<file path="src/rtl/dbf_pkg.sv">
// Shared types and sizing helpers for the DBF weight chain (weight generation and application).
package dbf_pkg;

    localparam int DW      = 16;
    localparam int Q14_ONE = 16384;
    localparam int PW      = 2 * DW;
    localparam int SW      = 2 * DW + 1;

    typedef logic signed [DW-1:0] sample_t;
    typedef logic signed [DW-1:0] weight_t;
    typedef logic signed [PW-1:0] prod_t;
    typedef logic signed [SW-1:0] sum_t;

    // Control flags that ride alongside each beat through the multiplier pipeline.
    typedef struct packed {
        logic first;
        logic last;
        logic err;
    } beat_tag_t;

    function automatic int acc_w(input int dw, input int nch);
        return 2 * dw + 1 + $clog2(nch);
    endfunction

endpackage

</file>
<file path="src/rtl/dbf_weight_apply_if.sv">
// Per-channel sample/weight input stream and beam output stream of dbf_weight_apply.
interface dbf_weight_apply_if #(
    parameter int DW = 16
);

    logic signed [DW-1:0] din_re;
    logic signed [DW-1:0] din_im;
    logic signed [DW-1:0] w_re;
    logic signed [DW-1:0] w_im;
    logic                 din_valid;
    logic                 din_last;

    logic signed [DW-1:0] beam_re;
    logic signed [DW-1:0] beam_im;
    logic                 beam_valid;
    logic                 align_err;
    logic                 sat_flag;

    modport master (
        output din_re, din_im, w_re, w_im, din_valid, din_last,
        input  beam_re, beam_im, beam_valid, align_err, sat_flag
    );

    modport slave (
        input  din_re, din_im, w_re, w_im, din_valid, din_last,
        output beam_re, beam_im, beam_valid, align_err, sat_flag
    );

endinterface

</file>
<file path="src/rtl/dbf_cmult.sv">
// Two-stage pipelined complex multiplier: S1 registers the four partial products, S2 the re/im sums.
module dbf_cmult #(
    parameter int DW    = dbf_pkg::DW,
    parameter int TAG_W = 1
) (
    input  logic                   clk,
    input  logic                   rst,
    input  logic                   valid_i,
    input  logic [TAG_W-1:0]       tag_i,
    input  logic signed [DW-1:0]   a_re_i,
    input  logic signed [DW-1:0]   a_im_i,
    input  logic signed [DW-1:0]   b_re_i,
    input  logic signed [DW-1:0]   b_im_i,
    output logic                   valid_o,
    output logic [TAG_W-1:0]       tag_o,
    output logic signed [2*DW:0]   p_re_o,
    output logic signed [2*DW:0]   p_im_o
);

    localparam int PW = 2 * DW;
    localparam int SW = 2 * DW + 1;

    logic                 v1_q, v1_d;
    logic                 v2_q, v2_d;
    logic [TAG_W-1:0]     tag1_q, tag2_q;
    logic signed [PW-1:0] ac_q, bd_q, ad_q, bc_q;
    logic signed [PW-1:0] ac_d, bd_d, ad_d, bc_d;
    logic signed [SW-1:0] re_q, im_q, re_d, im_d;

    always_comb begin
        v1_d = valid_i;
        v2_d = v1_q;
        ac_d = PW'(a_re_i) * PW'(b_re_i);
        bd_d = PW'(a_im_i) * PW'(b_im_i);
        ad_d = PW'(a_re_i) * PW'(b_im_i);
        bc_d = PW'(a_im_i) * PW'(b_re_i);
        re_d = SW'(ac_q) - SW'(bd_q);
        im_d = SW'(ad_q) + SW'(bc_q);
    end

    always_ff @(posedge clk) begin
        if (rst) begin
            v1_q <= 1'b0;
            v2_q <= 1'b0;
        end else begin
            v1_q <= v1_d;
            v2_q <= v2_d;
        end
    end

    // NOTE: datapath and tag registers carry no reset; only the valid bits
    // qualify them, so stale contents are never observed downstream.
    always_ff @(posedge clk) begin
        tag1_q <= tag_i;
        tag2_q <= tag1_q;
        ac_q   <= ac_d;
        bd_q   <= bd_d;
        ad_q   <= ad_d;
        bc_q   <= bc_d;
        re_q   <= re_d;
        im_q   <= im_d;
    end

    assign valid_o = v2_q;
    assign tag_o   = tag2_q;
    assign p_re_o  = re_q;
    assign p_im_o  = im_q;

endmodule

</file>
<file path="src/rtl/dbf_weight_apply.sv">
// Applies complex DBF weights per channel and sums NCH channels into one 16-bit beam sample.
// Build option: define DBF_APPLY_SAT_EN to saturate the output (and drive sat_flag) instead of wrapping.
module dbf_weight_apply #(
    parameter int NCH       = 8,
    parameter int DW        = dbf_pkg::DW,
    parameter int OUT_SHIFT = 14
) (
    input logic              clk,
    input logic              rst,
    dbf_weight_apply_if.slave bus
);

    localparam int CW    = (NCH > 1) ? $clog2(NCH) : 1;
    localparam int SW    = 2 * DW + 1;
    localparam int ACC_W = dbf_pkg::acc_w(DW, NCH);
    localparam int RW    = ACC_W + 1;
    localparam int TAG_W = $bits(dbf_pkg::beat_tag_t);

    localparam logic [CW-1:0]        LAST_CH = CW'(NCH - 1);
    localparam logic signed [RW-1:0] RND     = RW'(1) << (OUT_SHIFT - 1);

`ifdef DBF_APPLY_SAT_EN
    localparam logic signed [RW-1:0] SAT_MAX = RW'((64'sd1 <<< (DW - 1)) - 64'sd1);
    localparam logic signed [RW-1:0] SAT_MIN = ~SAT_MAX;
`endif

    // Returns {clipped, value} for a shifted accumulator value.
    function automatic logic [DW:0] reduce_out(input logic signed [RW-1:0] v);
`ifdef DBF_APPLY_SAT_EN
        if (v > SAT_MAX) begin
            return {1'b1, SAT_MAX[DW-1:0]};
        end else if (v < SAT_MIN) begin
            return {1'b1, SAT_MIN[DW-1:0]};
        end
        return {1'b0, v[DW-1:0]};
`else
        return {1'b0, v[DW-1:0]};
`endif
    endfunction

    // Stage 0: channel counter and alignment check
    logic [CW-1:0]         cnt_q, cnt_d;
    logic                  at_end;
    logic                  beat_err;
    dbf_pkg::beat_tag_t    tag0;

    assign at_end   = (cnt_q == LAST_CH);
    assign beat_err = bus.din_valid && (bus.din_last != at_end);

    // NOTE: every combinational output gets its default first so no path
    // leaves it unassigned and no latch is inferred.
    always_comb begin
        cnt_d = cnt_q;
        if (bus.din_valid) begin
            cnt_d = (beat_err || at_end) ? '0 : cnt_q + 1'b1;
        end
        tag0.first = (cnt_q == '0);
        tag0.last  = at_end && bus.din_last;
        tag0.err   = beat_err;
    end

    // NOTE: sequential state always uses non-blocking assignments so every
    // register samples pre-edge values regardless of statement order.
    always_ff @(posedge clk) begin
        if (rst) begin
            cnt_q <= '0;
        end else begin
            cnt_q <= cnt_d;
        end
    end

    // Stages 1-2: complex multiply
    logic                  s2_valid;
    dbf_pkg::beat_tag_t    s2_tag;
    logic signed [SW-1:0]  s2_re, s2_im;

    dbf_cmult #(
        .DW    (DW),
        .TAG_W (TAG_W)
    ) u_cmult (
        .clk     (clk),
        .rst     (rst),
        .valid_i (bus.din_valid),
        .tag_i   (tag0),
        .a_re_i  (bus.din_re),
        .a_im_i  (bus.din_im),
        .b_re_i  (bus.w_re),
        .b_im_i  (bus.w_im),
        .valid_o (s2_valid),
        .tag_o   (s2_tag),
        .p_re_o  (s2_re),
        .p_im_o  (s2_im)
    );

    // Stage 3: accumulate; the first channel of a group loads instead of adding
    logic signed [ACC_W-1:0] acc_re_q, acc_re_d;
    logic signed [ACC_W-1:0] acc_im_q, acc_im_d;
    logic                    done3_q, done3_d;
    logic                    err3_q, err3_d;

    always_comb begin
        acc_re_d = acc_re_q;
        acc_im_d = acc_im_q;
        done3_d  = s2_valid && s2_tag.last;
        err3_d   = s2_valid && s2_tag.err;
        if (s2_valid) begin
            if (s2_tag.first) begin
                acc_re_d = ACC_W'(s2_re);
                acc_im_d = ACC_W'(s2_im);
            end else begin
                acc_re_d = acc_re_q + ACC_W'(s2_re);
                acc_im_d = acc_im_q + ACC_W'(s2_im);
            end
        end
    end

    always_ff @(posedge clk) begin
        if (rst) begin
            acc_re_q <= '0;
            acc_im_q <= '0;
            done3_q  <= 1'b0;
            err3_q   <= 1'b0;
        end else begin
            acc_re_q <= acc_re_d;
            acc_im_q <= acc_im_d;
            done3_q  <= done3_d;
            err3_q   <= err3_d;
        end
    end

    // Stage 4: round half-up, arithmetic shift, reduce to DW bits
    logic signed [RW-1:0] sh_re, sh_im;
    logic [DW:0]          red_re, red_im;
    logic signed [DW-1:0] beam_re_q, beam_re_d;
    logic signed [DW-1:0] beam_im_q, beam_im_d;
    logic                 beam_valid_q, beam_valid_d;
    logic                 align_err_q, align_err_d;
    logic                 sat_q, sat_d;

    always_comb begin
        sh_re        = (RW'(acc_re_q) + RND) >>> OUT_SHIFT;
        sh_im        = (RW'(acc_im_q) + RND) >>> OUT_SHIFT;
        red_re       = reduce_out(sh_re);
        red_im       = reduce_out(sh_im);
        beam_re_d    = beam_re_q;
        beam_im_d    = beam_im_q;
        beam_valid_d = done3_q;
        align_err_d  = err3_q;
        sat_d        = 1'b0;
        if (done3_q) begin
            beam_re_d = red_re[DW-1:0];
            beam_im_d = red_im[DW-1:0];
            sat_d     = red_re[DW] || red_im[DW];
        end
    end

    always_ff @(posedge clk) begin
        if (rst) begin
            beam_re_q    <= '0;
            beam_im_q    <= '0;
            beam_valid_q <= 1'b0;
            align_err_q  <= 1'b0;
            sat_q        <= 1'b0;
        end else begin
            beam_re_q    <= beam_re_d;
            beam_im_q    <= beam_im_d;
            beam_valid_q <= beam_valid_d;
            align_err_q  <= align_err_d;
            sat_q        <= sat_d;
        end
    end

    assign bus.beam_re    = beam_re_q;
    assign bus.beam_im    = beam_im_q;
    assign bus.beam_valid = beam_valid_q;
    assign bus.align_err  = align_err_q;
    assign bus.sat_flag   = sat_q;

endmodule
</file>
<file path="src/flat_wrapper.sv">
// flat-port wrapper written by rule: the top's interface ports become plain ports
module dbf_weight_apply_flat 
#(
    parameter int NCH       = 8,
    parameter int DW        = dbf_pkg::DW,
    parameter int OUT_SHIFT = 14
)
  (clk, rst, bus_din_re, bus_din_im, bus_w_re, bus_w_im, bus_din_valid, bus_din_last, bus_beam_re, bus_beam_im, bus_beam_valid, bus_align_err, bus_sat_flag);
  dbf_weight_apply_if #(.DW(DW)) bus_i ();
  input logic clk;
  input logic rst;
  input wire logic [$bits(bus_i.din_re)-1:0] bus_din_re;
  input wire logic [$bits(bus_i.din_im)-1:0] bus_din_im;
  input wire logic [$bits(bus_i.w_re)-1:0] bus_w_re;
  input wire logic [$bits(bus_i.w_im)-1:0] bus_w_im;
  input wire logic [$bits(bus_i.din_valid)-1:0] bus_din_valid;
  input wire logic [$bits(bus_i.din_last)-1:0] bus_din_last;
  output wire logic [$bits(bus_i.beam_re)-1:0] bus_beam_re;
  output wire logic [$bits(bus_i.beam_im)-1:0] bus_beam_im;
  output wire logic [$bits(bus_i.beam_valid)-1:0] bus_beam_valid;
  output wire logic [$bits(bus_i.align_err)-1:0] bus_align_err;
  output wire logic [$bits(bus_i.sat_flag)-1:0] bus_sat_flag;
  assign bus_i.din_re = bus_din_re;
  assign bus_i.din_im = bus_din_im;
  assign bus_i.w_re = bus_w_re;
  assign bus_i.w_im = bus_w_im;
  assign bus_i.din_valid = bus_din_valid;
  assign bus_i.din_last = bus_din_last;
  assign bus_beam_re = bus_i.beam_re;
  assign bus_beam_im = bus_i.beam_im;
  assign bus_beam_valid = bus_i.beam_valid;
  assign bus_align_err = bus_i.align_err;
  assign bus_sat_flag = bus_i.sat_flag;
  dbf_weight_apply #(.NCH(NCH), .DW(DW), .OUT_SHIFT(OUT_SHIFT)) u_core (.clk(clk), .rst(rst), .bus(bus_i));
endmodule
</file>
<file path="config.mk">
export PLATFORM = sky130hd
export DESIGN_NAME = dbf_weight_apply_flat
export DESIGN_NICKNAME = d
export VERILOG_FILES = /design/src/rtl/dbf_pkg.sv /design/src/rtl/dbf_weight_apply_if.sv /design/src/rtl/dbf_cmult.sv /design/src/rtl/dbf_weight_apply.sv /design/src/flat_wrapper.sv
export SDC_FILE = /design/constraint.sdc
export NUM_CORES = 2
export LEC_CHECK = 0
export CAP_MARGIN = 25
export CORE_MARGIN = 2
export CORE_UTILIZATION = 65
export DETAILED_ROUTE_END_ITERATION = 12
export DONT_BUFFER_PORTS = 1
export PLACE_DENSITY = 0.87
export SYNTH_ARGS = -nofsm -noshare
export SYNTH_HDL_FRONTEND = slang
export SYNTH_HIERARCHICAL = 1
export SYNTH_SLANG_ARGS = --single-unit
export TNS_END_PERCENT = 1
</file>
<file path="constraint.sdc">
create_clock -name clk -period 21 [get_ports clk]
set_input_delay 4.2 -clock clk [delete_from_list [all_inputs] [get_ports clk]]
set_output_delay 4.2 -clock clk [all_outputs]
set_load 0.005 [all_outputs]
</file>
==> results_dict.tcl <==
set metrics [dict create \
    crit_family "adder cells" \
    syn_inst 5717 \
    syn_nets 7257 \
    critPathMostFrequentCell "fa_1" \
    rr_startpoint "u_core/u_cmult/ad_q[6]" \
    dpl-instance-area_um2 52050 \
    min_path_type "reg2reg" \
    cts_hold_buf 0 \
    cpMaxStageDelayCell "inv_1" \
    vias 38550 \
    cts_inserted_buffers 35 \
    grt_overflow 0 \
    fin_crit_ns 10.06 \
    r2r-end "u_core/u_cmult/p_im_o[29]" \
    start_util 0.6556 \
    dr.first_iter.drc_count 3077 \
    gp_congestion 0.9350 \
    cts_tree "yes" \
    rsz0062_at_grt "false" \
    cts_resized 0 \
    drive_above_1_share 0.01822 \
    syn2layout_area_growth_pct 3.403 \
    pin_count 103 \
    row_count 103 \
    status "finished clean" \
    max_freq_mhz 99.40 \
    crit_path_end_kind "flop" \
    max-slew-margin-rel 0.3137 \
    cp-endpoint "u_core/u_cmult/ac_q[29]" \
    critPathBufInv 3 \
    drc 0 \
    fin_crit_sh 0.4790 \
    port_buffers 0 \
    fin_worst_skew_ns 0.01758 \
    die_h_um 285.8 \
    post-cts-setup-buffers 0 \
    report.final.slew_viol_count 0 \
    r2r_cells 10 \
    drv_cap 0 \
    cp.depth 21 \
    final_util 0.6779 \
    die-area_um2 81680 \
    hpwlAfterDp_um 95380 \
    rrSetupSlack_ns 17.10 \
    cts_num_sinks 287 \
    wl_per_cell_um 19.38 \
    hold_viol 0 \
    grt_use_total 0.3230 \
    detail_route.wirelength_um 127900 \
    yosys_warnings 6 \
    avgSynthCellArea_um2 9.029 \
    crit_required_ns 21.47 \
    final_cell_area_um2 53380 \
    setup_violations 0 \
    core_area_um2 78740 \
    clk_latency_ns 0.56 \
    grt_start_max_net_pins 107 \
    worst_pin_slew_ns 1.028 \
    root_buffer "clkbuf_16" \
    cts_htree_levels 2 \
    cts.reportedPaths.clkPinSlew_ns 0.06 \
    worst_setup_path_start_kind "primary input" \
    routed_via_density 5.841 \
    netlist_area_um2 51620 \
    grt_pass1_vias 41500 \
    max_stage_delay_ns 0.73 \
    path_cells "inv_1 -> nor2_1 -> fa_1 -> fa_1 -> fa_1 -> fa_1 -> fa_1 -> inv_1 -> fa_1 -> inv_1 -> ha_1 -> and3_1 -> nand3_1 -> nor2_1 -> a211oi_2 -> a21oi_1 -> a31o_2 -> a2111oi_2 -> o21bai_1 -> a21oi_1 -> xnor2_1" \
    grt_pass1_wl_um 209900 \
    nets 7056 \
    first_pass_iters 6 \
    critPathLaunch "bus_w_re[15]" \
    fin_setup_tns_ns 0 \
    ctsLongestPathBuffers 3 \
    cp.arrival_ns 10.53 \
    ant_nets 0 \
    fp.dieW_um 285.8 \
    crit_fanout 24 \
    critPathKind "in2reg" \
    antenna_found_initial 9 \
]
## metal layers
| layer | global-route usage | vias up | wire length (µm) |
|---|---|---|---|
| li1 | - | 17020 | - |
| met4 | 0.1644 | 4 | 7199 |
| met3 | 0.05829 | 386 | 10580 |
| met2 | 0.5431 | 1803 | 61640 |
| met5 | 0 | - | 24 |
| met1 | 0.4016 | 19340 | 48490 |
## stage by stage
step	hold WS, ns	cells	setup slack, ns
after floorplan	0.3096	5717	10.99
after global placement	0.3121	6527	10.64
after detailed placement	0.3143	6527	10.47
after CTS	0.3305	6590	11.02
after global routing	0.3421	6598	10.57
final	0.3289	6600	10.94
## worst register-to-register path, stage by stage (launching register included)
cell and delay (ns):
dfxtp_1 0.31, ha_1 0.39, a211o_1 0.33, a211oi_1 0.50
o311ai_1 0.30, o211ai_1 0.49, a31oi_1 0.33, o41ai_2 0.39
o21ai_0 0.13, a21oi_1 0.18, xnor2_1 0.38
## cell usage in the layout (no fill, tap or decap), types with 12 or more instances in the layout
master        n
a311oi_1     32
a21o_1       97
nand4_1      23
dfxtp_1     284
o211ai_1     29
a21oi_1     172
or3_1        12
xnor2_1     132
o21a_1       37
ha_1        444
xor2_1       69
fa_1       1028
o21bai_1     22
nor2b_1      33
o21ai_0     121
a211oi_1     61
nor3_1       22
a31oi_1      18
nand2b_1     42
nor2_1      236
clkbuf_16    35
inv_1      1198
and3_1       25
and2_1      512
nand2_1     636
nand3_1      55
## final cells by class
cell class | instances | area (µm²)
Timing Repair Buffer | 5 | 70.07
Multi-Input combinational cell | 3989 | 40460
Clock inverter | 19 | 292.8
Fill cell | 5871 | 25370
Clock buffer | 44 | 969.7
Sequential cell | 287 | 5752
Antenna cell | 8 | 20.02
Inverter | 1198 | 4497
Tap cell | 1050 | 1314
## flip-flops by register name, indices dropped and copies added, names as in the netlist, 30 cells and up
register / cells
u_core/acc_im_q: 30
u_core/acc_re_q: 30
u_core/u_cmult/ac_q: 30
u_core/u_cmult/ad_q: 30
u_core/u_cmult/bc_q: 30
u_core/u_cmult/bd_q: 30
u_core/u_cmult/p_im_o: 30
u_core/u_cmult/p_re_o: 30
## how the worst min path moves through the flow
stage | start | to | slack, ns | cells after the start
floorplan | u_core/u_cmult/tag1_q[0] | u_core/u_cmult/tag_o[0] | 0.31 | 0
global placement | u_core/u_cmult/tag1_q[2] | u_core/u_cmult/tag_o[2] | 0.31 | 0
detailed placement | u_core/u_cmult/tag1_q[1] | u_core/u_cmult/tag_o[1] | 0.31 | 0
CTS | u_core/u_cmult/tag1_q[0] | u_core/u_cmult/tag_o[0] | 0.33 | 0
global route | u_core/u_cmult/tag1_q[0] | u_core/u_cmult/tag_o[0] | 0.34 | 0
finish | u_core/u_cmult/tag1_q[0] | u_core/u_cmult/tag_o[0] | 0.33 | 0
Power is left out: the tool's default activity adds up to more than one toggle a clock period on the data nets, which glitch-free logic cannot reach.
